==> src/rtl/complex_integrate_dump_pkg.sv <==
// complex_integrate_dump_pkg: default widths shared by the integrate-and-dump slice
package complex_integrate_dump_pkg;
   localparam int DEF_WIDTH_IN  = 16;
   localparam int DEF_ACC_WIDTH = 40;
   localparam int DEF_LEN_WIDTH = 16;
endpackage

==> src/rtl/integrate_dump_lane.sv <==
// integrate_dump_lane: one signed accumulator component with its dump register
module integrate_dump_lane #(
   parameter int WIDTH_IN  = 16,
   parameter int ACC_WIDTH = 40
) (
   input  logic                        clk,
   input  logic                        reset_n,
   input  logic                        add,
   input  logic                        dump,
   input  logic                        clear,
   input  logic signed [WIDTH_IN-1:0]  sample,
   output logic signed [ACC_WIDTH-1:0] result
);
   logic signed [ACC_WIDTH-1:0] acc, sum;
   assign sum = acc + {{(ACC_WIDTH-WIDTH_IN){sample[WIDTH_IN-1]}}, sample};
   always_ff @(posedge clk or negedge reset_n)
      if (!reset_n) begin
         acc    <= '0;
         result <= '0;
      end else begin
         acc <= (clear | dump) ? '0 : add ? sum : acc;
         if (dump) result <= sum;
      end
endmodule

==> src/rtl/complex_integrate_dump.sv <==
// complex_integrate_dump: windowed complex accumulator dumping full-width sums on an AXI-stream
// output; only the window-closing beat can be stalled by a full output register.
module complex_integrate_dump
   import complex_integrate_dump_pkg::*;
#(
   parameter int WIDTH_IN  = DEF_WIDTH_IN,
   parameter int ACC_WIDTH = DEF_ACC_WIDTH,
   parameter int LEN_WIDTH = DEF_LEN_WIDTH
) (
   input  logic                   clk,
   input  logic                   reset_n,
   input  logic                   clear,
   input  logic [LEN_WIDTH-1:0]   dump_len,
   input  logic [2*WIDTH_IN-1:0]  i_tdata,
   input  logic                   i_tlast,
   input  logic                   i_tvalid,
   output logic                   i_tready,
   output logic [2*ACC_WIDTH-1:0] o_tdata,
   output logic                   o_tlast,
   output logic                   o_tvalid,
   input  logic                   o_tready
);
   localparam logic [LEN_WIDTH-1:0] ONE = LEN_WIDTH'(1);
   logic [LEN_WIDTH-1:0] count, len_r, len_in, eff_len;
   logic is_last, accept, dump;
   logic signed [ACC_WIDTH-1:0] res_i, res_q;
   assign len_in   = (dump_len == '0) ? ONE : dump_len;
   assign eff_len  = (count == '0) ? len_in : len_r;
   assign is_last  = (count == eff_len - ONE) | i_tlast;
   // a beat coinciding with clear is swallowed, so it must never be stalled
   assign i_tready = clear | !is_last | !o_tvalid | o_tready;
   assign accept   = i_tvalid & i_tready & !clear;
   assign dump     = accept & is_last;
   assign o_tdata  = {res_i, res_q};
   always_ff @(posedge clk or negedge reset_n)
      if (!reset_n) begin
         count    <= '0;
         len_r    <= '0;
         o_tvalid <= 1'b0;
         o_tlast  <= 1'b0;
      end else begin
         count <= (clear | dump) ? '0 : accept ? count + ONE : count;
         if (accept && count == '0) len_r <= len_in;
         o_tvalid <= dump | (o_tvalid & !o_tready);
         if (dump) o_tlast <= i_tlast;
      end
   integrate_dump_lane #(.WIDTH_IN(WIDTH_IN), .ACC_WIDTH(ACC_WIDTH)) u_lane_i (
      .clk(clk), .reset_n(reset_n), .add(accept & !is_last), .dump(dump), .clear(clear),
      .sample(i_tdata[2*WIDTH_IN-1:WIDTH_IN]), .result(res_i)
   );
   integrate_dump_lane #(.WIDTH_IN(WIDTH_IN), .ACC_WIDTH(ACC_WIDTH)) u_lane_q (
      .clk(clk), .reset_n(reset_n), .add(accept & !is_last), .dump(dump), .clear(clear),
      .sample(i_tdata[WIDTH_IN-1:0]), .result(res_q)
   );
endmodule

==> config.mk <==
export PLATFORM = sky130hd
export DESIGN_NAME = complex_integrate_dump
export DESIGN_NICKNAME = d
export VERILOG_FILES = /design/src/rtl/complex_integrate_dump_pkg.sv /design/src/rtl/integrate_dump_lane.sv /design/src/rtl/complex_integrate_dump.sv
export SDC_FILE = /design/constraint.sdc
export NUM_CORES = 1
export LEC_CHECK = 0
export ABC_AREA = 1
export CAP_MARGIN = 20
export CORE_MARGIN = 2
export CORE_UTILIZATION = 59
export DETAILED_ROUTE_END_ITERATION = 8
export PLACE_DENSITY = 0.81
export SYNTH_ARGS = -nofsm -noshare
export SYNTH_HDL_FRONTEND = slang
export SYNTH_HIERARCHICAL = 1
export SYNTH_SLANG_ARGS = --single-unit
==> constraint.sdc <==
create_clock -name clk -period 4.74 [get_ports clk]
set_clock_uncertainty 0.15 [all_clocks]
set_input_delay 1.185 -clock clk [delete_from_list [all_inputs] [get_ports clk]]
set_output_delay 1.185 -clock clk [all_outputs]
set_load 0.02 [all_outputs]
# Yosys cells after proc, flatten, opt, wreduce, memory -nomap -nowiden
# Cells that the tools add are included.
# totals
regBits,194
in_bits,54
out_inout_bits,83
# op_classes
n_eq_ne,1
n_reduce_logical,9
n_mux,8
bitwise,11
addsub,4
# ops
cell,n
two-way mux 40 bit,4
adder 40 bit,2
two-way mux 16 bit,4
logical NOT 16 bit,2
adder 16 x 1 -> 16 bit (second input constant),1
== test 16 bit,1
subtractor 16 x 1 -> 16 bit (second input constant),1
OR 1 bit,6
AND 1 bit,5
logical NOT 1 bit,4
nonzero test 2 bit,2
logical AND 1 bit,1

# Longest topological paths before layout
# logic_depth
word_depth,15
ltp_mapped,32

# Hierarchy
# The synthesis kept the hierarchy.
# by_module_without_submodules
module,area_per_inst_um2,seq_area_each_um2,cells_per_inst,n_inst
integrate_dump_lane at u_lane_q,5894.4,2001.9,897,1
integrate_dump_lane at u_lane_i,5868.1,2001.9,897,1
complex_integrate_dump,3383.2,850.8,528,1

# Worst setup path after synthesis
# No wires, ideal clock.
# synth_timing
kind,input to output
start,in dump_len[10]
end,out i_tready
path_buffers,1
required_time_ns,3.405
cell_stages,20
arrival_time_ns,3.019
setup_slack_ns,0.386
path_cell_list,nor2_1 > nand2_1 > nor2_1 > nand2_1 > nand2_1 > o21ai_4 > ha_1 > xnor2_1 > inv_1 > nand2_1 > nand2_1 > inv_1 > nand4_1 > nor2_1 > nand3_1 > nor2_1 > nand3_2 > nand2_4 > nand2_8 > buf_6
# synth_between
elab_chain_cells,10
# synth_lines
item,line,text
start: declaration,complex_integrate_dump.sv:13,"input logic [LEN_WIDTH-1:0] dump_len,"
logical NOT 16 bit,complex_integrate_dump.sv:27,assign len_in = (dump_len == '0) ? ONE : dump_len;
two-way mux 16 bit *,complex_integrate_dump.sv:27,
two-way mux 16 bit *,complex_integrate_dump.sv:28,assign eff_len = (count == '0) ? len_in : len_r;
subtractor 16 x 1 -> 16 bit *,complex_integrate_dump.sv:29,assign is_last = (count == eff_len - ONE) | i_tlast;
== test 16 bit *,complex_integrate_dump.sv:29,
OR 1 bit *,complex_integrate_dump.sv:29,
logical NOT 1 bit *,complex_integrate_dump.sv:31,assign i_tready = clear | !is_last | !o_tvalid | o_tready;
OR 1 bit * (3 in series),complex_integrate_dump.sv:31,
end: declaration,complex_integrate_dump.sv:17,"output logic i_tready,"
# Mark *: on every way between the ends. The rest lies on a longest branch, timed or not.

# Worst setup path in the final report
# layout_timing
start,in dump_len[6]
end,out i_tready
# Same word-level chain as after synthesis.

==> impl_metrics.sql <==
INSERT INTO impl_metrics (metric_group, metric, value, unit) VALUES
('grt', 'antenna_found_initial', '0', ''),
('clocking', 'number_of_h_tree_levels', '4', ''),
('layout', 'post_route_cells_drive_above_1_share', '10.6', '%'),
('sta', 'fmax', '219', 'MHz'),
('worst_setup_path', 'crit_top_cell', 'sky130_fd_sc_hd__nand2_1', ''),
('power_and_ir_drop', 'power_frac_clock', '29.3', '%'),
('route', 'wirelength', '42400', 'um'),
('power_and_ir_drop', 'power_frac_seq', '39.2', '%'),
('logic_synthesis', 'synth_top_cells_by_area', 'sky130_fd_sc_hd__dfrtp_1 (32%), sky130_fd_sc_hd__nand2_1 (22%), sky130_fd_sc_hd__inv_1 (7.5%)', ''),
('worst_setup_path', 'critPathKind', 'primary input to output port', ''),
('route', 'initialDrtViolationCount', '1164', ''),
('power_and_ir_drop', 'swShare', '35.3', '%'),
('die', 'number_of_placement_rows', '58', ''),
('logic_synthesis', 'netlist.top_cell.by_area', 'sky130_fd_sc_hd__dfrtp_1', ''),
('route', 'detail_route.first_pass.iterations', '6', ''),
('power_and_ir_drop', 'combinational_fraction_of_design_power', '31.6', '%'),
('power_and_ir_drop', 'internal-power', '3.25', 'mW'),
('min_path', 'min-delay-path-class', 'flop to flop', ''),
('layout', 'nets', '2644', ''),
('placement', 'dpl.hpwl', '33100', 'um'),
('grt', 'grt_pass1_vias', '14789', ''),
('logic_synthesis', 'netlist.area_leader.share', '32.1', '%'),
('sta', 'finalCritPeriodShare', '96.5', '%'),
('power_and_ir_drop', 'leakage', '9.89', 'nW'),
('worst_setup_path', 'kind_of_capture_point_of_the_worst_setup_path', 'output port', ''),
('power_and_ir_drop', 'power.ir.vdd_worst', '0.222', 'mV'),
('die', 'design.die.area', '0.0270', 'sq mm'),
('grt', 'global_route.usage.total', '32.4', '%'),
('die', 'core_region_area', '0.0252', 'sq mm'),
('logic_synthesis', 'postSynthCellCount', '2322', ''),
('grt', 'met1_usage', '42.3', '%'),
('logic_synthesis', 'yosysSeqAreaShare', '32.1', '%'),
('grt', 'gr-max-usage-layer', 'met2', ''),
('clocking', 'tritoncts_clock_tree', 'built', ''),
('logic_synthesis', 'synthesis.area_per_instance', '6.52', 'sq um'),
('grt', 'groute.layer.met2.usage', '54.2', '%'),
('job', 'max_cap_viol_count', '0', ''),
('worst_setup_path', 'worst-path-max-fanout', '3', ''),
('worst_setup_path', 'crit_path_top_delay_cell', 'sky130_fd_sc_hd__clkdlybuf4s15_1', ''),
('logic_synthesis', 'synth_warnings', '6', ''),
('grt', 'grt_max_degree', '89', ''),
('clocking', 'clock_tree.buffer_depth', '2', ''),
('sta', 'setup_viol_count_final', '0', ''),
('logic_synthesis', 'postSynthRegisterBits', '194', ''),
('power_and_ir_drop', 'netSwitchingPower', '1.78', 'mW'),
('power_and_ir_drop', 'finalPower', '5.03', 'mW'),
('grt', 'grt_use_met3', '5.05', '%'),
('power_and_ir_drop', 'p_per_area', '279', 'mW/mm^2'),
('worst_setup_path', 'worst-endpoint-required', '3.40', 'ns'),
('placement', 'gp_congestion', '0.934', ''),
('clocking', 'clock_sinks', '194', ''),
('die', 'ioPinCount', '137', ''),
('clocking', 'clock_tree.root_cell', 'sky130_fd_sc_hd__clkbuf_16', ''),
('worst_setup_path', 'worst_path_largest_cell_delay', '0.18', 'ns'),
('sta', 'drv_slew', '0', ''),
('clocking', 'worstSkewPairLatency', '0.44', 'ns'),
('route', 'avgViaCountPerCell', '5.33', ''),
('logic_synthesis', 'netlist-cell-type-count', '39', ''),
('logic_synthesis', 'synth_ff_type', 'sky130_fd_sc_hd__dfrtp_1', ''),
('sta', 'headroom_to_the_max_slew_limit', '50.1', '%'),
('grt', 'grt-ovfl-total', '0', ''),
('logic_synthesis', 'synth_fp_nets', '2459', ''),
('outcome', 'run_status', 'complete, no violations', ''),
('grt', 'wire_length_of_the_first_global_routing_pass', '70300', 'um'),
('sta', 'fin_crit', '4.57', 'ns'),
('die', 'initial_utilization', '60.1', '%'),
('worst_setup_path', 'worstPathBufferInverterCount', '4', ''),
('worst_setup_path', 'path_cells', 'clkdlybuf4s15_1, nor2_1, nand2_1, nor2_1, nand2_1, nand2_2, o21ai_4, ha_4, xnor2_2, inv_1, nand2_1, nand2_1, inv_1, nand4_1, nor2_1, nand3_1, nor2_2, nand3_2, nand2_4, nand2_8, buf_6', ''),
('route', 'wl_per_cell', '14.9', 'um'),
('worst_setup_path', 'startpoint_type', 'primary input', ''),
('sta', 'worst-slew-pin-transition', '0.749', 'ns');
## through the flow
step / setup TNS (ns) / utilization (%) / area [sq um] / setup slack, ns / hold WS [ns]
after floorplan: 0 / - / 15100 / 0.386 / 0.303
after global placement: -15.25 / 68.8 / 17300 / -0.583 / 0.306
after detailed placement: -33.74 / 68.8 / 17300 / -0.687 / 0.316
after CTS: 0 / 71.3 / 17900 / 0.0786 / 0.335
after global routing: -0.0250 / 71.5 / 18000 / -0.0250 / 0.349
final: 0 / 71.5 / 18000 / 0.168 / 0.327
## state kept, by name, summed over array words and instances (netlist names)
name             cells
u_lane_i/acc        40
u_lane_q/result     40
u_lane_i/result     40
u_lane_q/acc        40
len_r               16
count               16
o_tvalid             1
o_tlast              1
## Yosys cell counts (13+ instances only)
library cell	number
sky130_fd_sc_hd__dfrtp_1	194
sky130_fd_sc_hd__nand3b_1	29
sky130_fd_sc_hd__o21ai_0	84
sky130_fd_sc_hd__nand2_1	906
sky130_fd_sc_hd__nand3_2	18
sky130_fd_sc_hd__inv_2	13
sky130_fd_sc_hd__nor2_1	183
sky130_fd_sc_hd__nor2_2	19
sky130_fd_sc_hd__a21oi_1	66
sky130_fd_sc_hd__xnor2_1	32
sky130_fd_sc_hd__nand4_1	27
sky130_fd_sc_hd__clkbuf_1	22
sky130_fd_sc_hd__ha_1	81
sky130_fd_sc_hd__xor2_1	19
sky130_fd_sc_hd__buf_2	15
sky130_fd_sc_hd__inv_1	302
sky130_fd_sc_hd__o21ai_1	15
sky130_fd_sc_hd__nand2_2	37
sky130_fd_sc_hd__nand3_1	167
sky130_fd_sc_hd__nor3_1	26
## path summary, 6_finish.rpt
path | from | endpoint | slack (ns) | depth (start not counted)
worst min-delay path | u_lane_q/result[31] | u_lane_q/result[31] | 0.33 | 2
worst min register to register | u_lane_q/result[31] | u_lane_q/result[31] | 0.33 | 2
worst max register to register | count[1] | u_lane_q/acc[34] | 0.65 | 31
min in group asynchronous | reset_n | u_lane_i/result[9] | 0.62 | 1
max in group asynchronous | reset_n | u_lane_q/acc[37] | 2.81 | 2
worst max-delay path | dump_len[6] | i_tready | 0.17 | 21
## placed cells by master (no fill, tap or decap), types with 19 or more instances in the layout
cell type / instances
sky130_fd_sc_hd__nor3_1: 25
sky130_fd_sc_hd__nand3b_1: 29
sky130_fd_sc_hd__xor2_1: 19
sky130_fd_sc_hd__o21ai_0: 84
sky130_fd_sc_hd__buf_4: 68
sky130_fd_sc_hd__nand3_1: 165
sky130_fd_sc_hd__xnor2_1: 31
sky130_fd_sc_hd__nand2_2: 42
sky130_fd_sc_hd__nand4_1: 27
sky130_fd_sc_hd__a21oi_1: 66
sky130_fd_sc_hd__dfrtp_1: 194
sky130_fd_sc_hd__nand2_1: 900
sky130_fd_sc_hd__clkdlybuf4s50_1: 118
sky130_fd_sc_hd__ha_1: 79
sky130_fd_sc_hd__nor2_2: 20
sky130_fd_sc_hd__inv_1: 298
sky130_fd_sc_hd__nand3_2: 19
sky130_fd_sc_hd__nor2_1: 179
## power by group through the flow
stage               sequential (mW)  combinational [mW]  clock [mW]
finish                         1.97                1.59        1.47
global route                   1.99                1.75        1.58
CTS                            1.97                1.57        1.51
detailed placement             2.00                1.56           0
global placement               1.99                1.53           0
floorplan                      2.16               0.729           0
## cell families after synthesis
family          after synthesis  share of synthesized area [%]
compound gates              193                           7.15
xor+xnor                     51                           2.95
fa+ha+maj                    83                           6.96
buf+inv                     364                           9.57
flops                       194                           32.1
simple gates               1437                           41.3
## final cells by class
type                            instances  area (sq um)
Sequential cell                       194          4850
Clock buffer                           17           425
Fill cell                            2129          7190
Timing Repair Buffer                  213          1990
Clock inverter                         14           166
Tap cell                              330           413
Multi-Input combinational cell       1764          8960
Inverter                              317          1190
## layer usage
| layer | vias up | wire length, um |
|---|---|---|
| li1 | 7651 | - |
| met2 | 452 | 19700 |
| met1 | 6978 | 18900 |
| met3 | 101 | 2340 |
| met4 | 0 | 1380 |
| met5 | - | 0 |
## repair_timing
action / in CTS / in global routing
pin swaps: 12 / 32
gates resized for setup: 31 / 47
endpoints found under the setup margin: 1 / 1
hold buffers: 0 / 0
setup buffers: 0 / 2
## tightest hold or removal path, cell delays in order, from the launching register on
cell and delay (ns):
sky130_fd_sc_hd__dfrtp_1 0.34, sky130_fd_sc_hd__nand2_1 0.05, sky130_fd_sc_hd__nand2_1 0.05
(Power assumes the default switching activity.)
